--- src/rtl/fxp_pkg.sv ---
`default_nettype none
// ============================================================================
//  Module      : fxp_pkg
//  Description : Shared fixed-point definitions for the RMSNorm datapath.
//                FXP_N / FXP_R give the default data width and fractional
//                bits. Also holds the RMS controller state type and an
//                unsigned saturation helper.
//  Revision    : 1.0  initial release
// ============================================================================
package fxp_pkg;

    localparam int FXP_N = 16;
    localparam int FXP_R = 8;

    typedef enum logic [1:0] {
        ACCUM = 2'd0,
        REQ   = 2'd1,
        WAIT  = 2'd2,
        OUT   = 2'd3
    } rms_state_t;

    // Clamp an unsigned value to the largest number representable in
    // 'width' bits.
    function automatic logic [63:0] fxp_sat_u(input logic [63:0] value, input int width);
        logic [63:0] max_v;
        max_v = (width >= 64) ? {64{1'b1}} : ((64'd1 << width) - 64'd1);
        return (value > max_v) ? max_v : value;
    endfunction

endpackage
`default_nettype wire

--- src/rtl/fxp_rms_ctrl.sv ---
`default_nettype none
// ============================================================================
//  Module      : fxp_rms_ctrl
//  Description : RMSNorm front end. Accumulates x^2 over LEN signed
//                activations, forms mean(x^2)+EPS (saturated to WIDTH bits),
//                requests one root from an external, shareable fxp_sqrt and
//                presents the RMS on a valid/ready output.
//  Ports       : clk, reset_n (async, active-low)
//                in_valid/in_ready/in_data     activation stream (signed)
//                sqrt_start/sqrt_rad           request to fxp_sqrt
//                sqrt_busy/sqrt_valid/sqrt_root  fxp_sqrt status and result
//                rms_valid/rms_ready/rms/rms_sat result (unsigned Q.FBITS)
//  Revision    : 1.0  initial release
// ============================================================================
module fxp_rms_ctrl
    import fxp_pkg::*;
#(
    parameter int WIDTH = FXP_N,
    parameter int FBITS = FXP_R,
    parameter int LEN   = 256,
    parameter int EPS   = 1
) (
    input  logic             clk,
    input  logic             reset_n,
    input  logic             in_valid,
    output logic             in_ready,
    input  logic [WIDTH-1:0] in_data,
    output logic             sqrt_start,
    output logic [WIDTH-1:0] sqrt_rad,
    input  logic             sqrt_busy,
    input  logic             sqrt_valid,
    input  logic [WIDTH-1:0] sqrt_root,
    output logic             rms_valid,
    input  logic             rms_ready,
    output logic [WIDTH-1:0] rms,
    output logic             rms_sat
);

    localparam int LOG2LEN = $clog2(LEN);
    localparam int ACC_W   = 2 * WIDTH - FBITS + LOG2LEN;

    localparam logic [1:0] ST_ACCUM = ACCUM;
    localparam logic [1:0] ST_REQ   = REQ;
    localparam logic [1:0] ST_WAIT  = WAIT;
    localparam logic [1:0] ST_OUT   = OUT;

    logic [1:0]         state_q, state_d;
    logic [ACC_W-1:0]   acc_q, acc_d;
    logic [LOG2LEN-1:0] cnt_q, cnt_d;
    logic               sat_q, sat_d;
    logic [WIDTH-1:0]   rms_q, rms_d;
    logic               rms_sat_q, rms_sat_d;

    logic signed [2*WIDTH-1:0] w_sq;
    logic [ACC_W-1:0]          w_sq_sh;
    logic [ACC_W:0]            w_mean_eps;
    logic                      w_sat;
    logic [WIDTH-1:0]          w_rad;

    // The square is never negative, so the arithmetic shift is a plain
    // truncation of the fractional bits.
    assign w_sq    = $signed(in_data) * $signed(in_data);
    assign w_sq_sh = ACC_W'($unsigned(w_sq >>> FBITS));

    // LEN is a power of two: the mean is a right shift of the sum.
    assign w_mean_eps = {1'b0, acc_q >> LOG2LEN} + (ACC_W + 1)'(EPS);
    assign w_sat      = |w_mean_eps[ACC_W:WIDTH];
    assign w_rad      = WIDTH'(fxp_sat_u(64'(w_mean_eps), WIDTH));

    always_comb begin
        state_d   = state_q;
        acc_d     = acc_q;
        cnt_d     = cnt_q;
        sat_d     = sat_q;
        rms_d     = rms_q;
        rms_sat_d = rms_sat_q;
        case (state_q)
            ST_ACCUM: begin
                if (in_valid) begin
                    acc_d = acc_q + w_sq_sh;
                    cnt_d = cnt_q + LOG2LEN'(1);
                    if (cnt_q == LOG2LEN'(LEN - 1)) begin
                        state_d = ST_REQ;
                    end
                end
            end
            ST_REQ: begin
                // The engine may be serving another client; hold until idle.
                if (!sqrt_busy) begin
                    sat_d   = w_sat;
                    state_d = ST_WAIT;
                end
            end
            ST_WAIT: begin
                if (sqrt_valid && !sqrt_busy) begin
                    rms_d     = sqrt_root;
                    rms_sat_d = sat_q;
                    state_d   = ST_OUT;
                end
            end
            ST_OUT: begin
                if (rms_ready) begin
                    acc_d   = '0;
                    state_d = ST_ACCUM;
                end
            end
            default: begin
                state_d = ST_ACCUM;
            end
        endcase
    end

    always_ff @(posedge clk or negedge reset_n) begin
        if (!reset_n) begin
            state_q   <= ST_ACCUM;
            acc_q     <= '0;
            cnt_q     <= '0;
            sat_q     <= 1'b0;
            rms_q     <= '0;
            rms_sat_q <= 1'b0;
        end else begin
            state_q   <= state_d;
            acc_q     <= acc_d;
            cnt_q     <= cnt_d;
            sat_q     <= sat_d;
            rms_q     <= rms_d;
            rms_sat_q <= rms_sat_d;
        end
    end

    assign in_ready   = (state_q == ST_ACCUM);
    assign sqrt_start = (state_q == ST_REQ) && !sqrt_busy;
    assign sqrt_rad   = (state_q == ST_REQ) ? w_rad : '0;
    assign rms_valid  = (state_q == ST_OUT);
    assign rms        = rms_q;
    assign rms_sat    = rms_sat_q;

endmodule
`default_nettype wire
--- config.mk ---
export PLATFORM = sky130hd
export DESIGN_NAME = fxp_rms_ctrl
export DESIGN_NICKNAME = d
export VERILOG_FILES = /design/src/rtl/fxp_pkg.sv /design/src/rtl/fxp_rms_ctrl.sv
export SDC_FILE = /design/constraint.sdc
export NUM_CORES = 1
export LEC_CHECK = 0
export ABC_CLOCK_PERIOD_IN_PS = 6100
export BUFFER_PORTS_ARGS = -buffer_cell sky130_fd_sc_hd__buf_2
export CAP_MARGIN = 20
export CORE_AREA = 2 2 235 237
export DETAILED_ROUTE_END_ITERATION = 6
export DIE_AREA = 0 0 237 239
export GPL_ROUTABILITY_DRIVEN = 0
export HOLD_SLACK_MARGIN = 0.12
export PLACE_DENSITY = 0.46
export SKIP_CTS_REPAIR_TIMING = 1
export SKIP_LAST_GASP = 1
export SLEW_MARGIN = 5
export SYNTH_ARGS = -nofsm -noshare
export SYNTH_HDL_FRONTEND = slang
export SYNTH_SLANG_ARGS = --single-unit
--- constraint.sdc ---
create_clock -name clk -period 6.1 [get_ports clk]
set_input_delay 1.22 -clock clk [delete_from_list [all_inputs] [get_ports clk]]
set_output_delay 1.22 -clock clk [all_outputs]
set_load 0.01 [all_outputs]
==> metrics.log <==
[metrics] final non-filler cell total: 2498
[metrics] shortest period the worst path allows: 8.66 ns
[metrics] 1st-pass router iterations: 4
[metrics] Synth Instances: 1449
[metrics] startpoint type of the worst setup path: input pin
[metrics] final routed DRC violation total: 0
[metrics] part of the Yosys area used for sequential elements: 11.2%
[metrics] area share of the largest cell type after synthesis: 34.9%
[metrics] IO Pins: 74
[metrics] most frequent cells in the layout: 335 x sky130_fd_sc_hd__inv_1, 272 x sky130_fd_sc_hd__buf_4, 223 x sky130_fd_sc_hd__fa_1, 117 x sky130_fd_sc_hd__ha_1, 104 x sky130_fd_sc_hd__nand2_1
[metrics] number of distinct library cell variants in the gate-level netlist after synthesis: 78
[metrics] Die Span X: 237 um
[metrics] Routed Wire Length: 34.6 mm
[metrics] GRT Total Usage: 12.7%
[metrics] number of sinks driven by the clock tree: 60
[metrics] routed wirelength normalized by instance count: 13.8 um
[metrics] Buf/Inv on CP: 5
[metrics] placement-stage worst setup slack: -3.00 ns
[metrics] vertical die dimension: 239 um
[metrics] worst skew pair latency: 0.34 ns
[metrics] Maximum Capacitance Violations: 0
[metrics] via density per instance: 4.26
[metrics] total count of max-transition violations in the final report: 0
[metrics] fraction of final layout cells sized beyond drive strength 1: 32.2%
[metrics] remaining max-slew budget at the tightest pin: 37.2%
[metrics] violated checks: negative setup slack
[metrics] clock tree from TritonCTS: yes
[metrics] final number of hold-violating endpoints: 0
[metrics] required time at the worst-slack endpoint: 6.37 ns
[metrics] total non-filler cell area in the finished layout: 18000 sq um
[metrics] final setup margin: -2.56 ns
[metrics] starting density of the core: 24.7%
[metrics] leading cell type in the layout, fill and taps excluded: sky130_fd_sc_hd__inv_1
[metrics] fraction of registers with async set/reset: 100%
[metrics] critical path class: input pin to flop
[metrics] maximum count of clock buffers along a single path: 2
[metrics] arrival time at the worst endpoint: 8.94 ns
[metrics] CP peak stage delay: 0.60 ns
[metrics] Total Nets Final: 2192
[metrics] Placed Instances: 2458
[metrics] Worst Hold Slack: 0.477 ns
[metrics] Worst Tran Pin Value: 0.941 ns
[metrics] mapped cell area: 13400 sq um
[metrics] via count of the routed design: 10700
[metrics] post-route fraction of the period consumed by the critical path: 142%
[metrics] largest clock skew in the final design: 0.00812 ns
[metrics] count of input and output buffers: 73
[metrics] main area contributors after synthesis: sky130_fd_sc_hd__fa_1 35%, sky130_fd_sc_hd__ha_1 12%, sky130_fd_sc_hd__dfrtp_1 11%
[metrics] mean instance size in the synthesized netlist: 9.26 sq um
[metrics] number of global-route vias before repair: 11600
[metrics] antenna diode count: 0
[metrics] worst hold-check path type: flop to flop
[metrics] Critical Path Most Common Cell: sky130_fd_sc_hd__fa_1
[metrics] Syn. warnings: 0
[metrics] post-synthesis to final-layout area growth: 34.0%
[metrics] Detailed Place HPWL: 29.5 mm
[metrics] core outline area: 54300 sq um
[metrics] number of buffers created by CTS: 9
[metrics] number of storage elements in the synthesis netlist: 60
[metrics] slowest stage cell on the critical path: sky130_fd_sc_hd__fa_1
[metrics] wire length of the first global-routing pass: 59.1 mm
[metrics] Setup violations, final: 29
[metrics] Clock transition at path regs: 0.06 ns
[metrics] Detailed Route Iter0 Violations: 459
[metrics] remaining antenna violation count after routing: 0
[metrics] unrepaired setup endpoints after global routing: true
[metrics] upper clock frequency limit: 115 MHz
[metrics] deepest level of the CTS H-tree: 3
[metrics] cell taking the most area after synthesis: sky130_fd_sc_hd__fa_1
[metrics] clock root buffer master: sky130_fd_sc_hd__clkbuf_16
[metrics] pin count of the biggest net entering global routing: 61
[metrics] status: finished with violations
[metrics] final global-route overflow total: 0
[metrics] number of enable-type register cells in the synthesized netlist: 0
[metrics] Die Footprint: 56600 sq um
[metrics] count of standard-cell rows: 86
[metrics] largest delay contributor family on the critical path: adder cells
[metrics] most used flip-flop cell after synthesis: sky130_fd_sc_hd__dfrtp_1
[metrics] synthesized netlist net count: 1852
[metrics] antenna violations before repair: 0
[metrics] element type at the critical path end: flop
[metrics] Worst Path Max Fanout: 6
[metrics] placement-stage cell area: 16700 sq um
[worst paths after layout]
| path | from | end | slack, ns | cells past startpoint |
|---|---|---|---|---|
| min in group asynchronous | reset_n | rms[14] | 1.04 | 2 |
| worst min-delay path | cnt_q[7] | cnt_q[7] | 0.48 | 1 |
| worst max-delay path | in_data[1] | acc_q[28] | -2.56 | 33 |
| worst min register to register | cnt_q[7] | cnt_q[7] | 0.48 | 1 |
| worst max register to register | acc_q[0] | acc_q[28] | 3.06 | 13 |
| max in group asynchronous | reset_n | acc_q[18] | 4.46 | 2 |
[final cells by class]
class	instances	area, sq um
Fill cell	5588	36400
Multi-Input combinational cell	1000	11200
Timing Repair Buffer	370	2760
Sequential cell	60	1500
Inverter	348	1310
Tap cell	704	881
Clock buffer	10	229
Clock inverter	6	65.1
[worst register-to-register path, cell delays in order, from the launching register on]
cell and delay [ns]:
sky130_fd_sc_hd__dfrtp_1 0.38, sky130_fd_sc_hd__ha_2 0.17, sky130_fd_sc_hd__inv_1 0.07, sky130_fd_sc_hd__fa_2 0.23, sky130_fd_sc_hd__nor2b_4 0.05, sky130_fd_sc_hd__o2111ai_2 0.18
sky130_fd_sc_hd__o211ai_1 0.14, sky130_fd_sc_hd__a221o_1 0.43, sky130_fd_sc_hd__a31oi_4 0.23, sky130_fd_sc_hd__o41ai_2 0.11, sky130_fd_sc_hd__o41ai_2 0.25, sky130_fd_sc_hd__nor2_1 0.10
sky130_fd_sc_hd__or4b_1 0.56, sky130_fd_sc_hd__nand3_2 0.08
[layer usage]
| metal | vias to the layer above | wire, um | global-route usage, % |
|---|---|---|---|
| li1 | 5244 | - | - |
| met1 | 5251 | 17400 | 18.7 |
| met2 | 132 | 15900 | 20.5 |
| met3 | 24 | 924 | 1.27 |
| met4 | 0 | 350 | 2.28 |
| met5 | - | 0 | 0 |
[cell usage after synthesis, types with 4 or more instances]
library cell	n
sky130_fd_sc_hd__a21boi_0	6
sky130_fd_sc_hd__a21o_1	20
sky130_fd_sc_hd__a21oi_1	59
sky130_fd_sc_hd__a22o_1	22
sky130_fd_sc_hd__a31o_2	6
sky130_fd_sc_hd__a31oi_1	4
sky130_fd_sc_hd__and2_1	36
sky130_fd_sc_hd__and2_2	6
sky130_fd_sc_hd__and3_1	8
sky130_fd_sc_hd__buf_2	4
sky130_fd_sc_hd__clkbuf_1	34
sky130_fd_sc_hd__dfrtp_1	60
sky130_fd_sc_hd__fa_1	234
sky130_fd_sc_hd__ha_1	131
sky130_fd_sc_hd__inv_1	347
sky130_fd_sc_hd__mux2_2	18
sky130_fd_sc_hd__nand2_1	114
sky130_fd_sc_hd__nand2b_1	8
sky130_fd_sc_hd__nand3_1	24
sky130_fd_sc_hd__nand4_1	11
sky130_fd_sc_hd__nor2_1	62
sky130_fd_sc_hd__nor2b_1	9
sky130_fd_sc_hd__nor3_1	12
sky130_fd_sc_hd__nor4_1	4
sky130_fd_sc_hd__o211ai_1	4
sky130_fd_sc_hd__o21a_1	8
sky130_fd_sc_hd__o21ai_0	31
sky130_fd_sc_hd__o21bai_1	8
sky130_fd_sc_hd__o31ai_1	5
sky130_fd_sc_hd__or3_1	4
sky130_fd_sc_hd__xnor2_1	58
sky130_fd_sc_hd__xor2_1	26
[through the flow]
step | util, % | TNS, ns
2_1_floorplan | - | -47.69
5_1_grt | 33.1 | -60.70
3_3_place_gp | 30.8 | -65.08
4_1_cts | 31.3 | -56.02
6_report | 33.1 | -50.80
3_5_place_dp | 30.8 | -65.59
[cells by family after synthesis]
logic type	after synthesis	share of synthesized area, %
compound gates	218	12.0
flops	60	11.2
xor+xnor	85	5.65
simple gates	313	11.5
buf+inv	389	11.0
mux	19	1.59
fa+ha+maj	365	47.1
[state kept, by name, indices dropped and copies added, names as in the netlist]
name     flops
rms_sat      1
cnt_q        8
sat_q        1
state_q      2
acc_q       32
rms         16
Power is left out: the tool's default activity adds up to more than one toggle a clock period on the data nets, which glitch-free logic cannot reach.
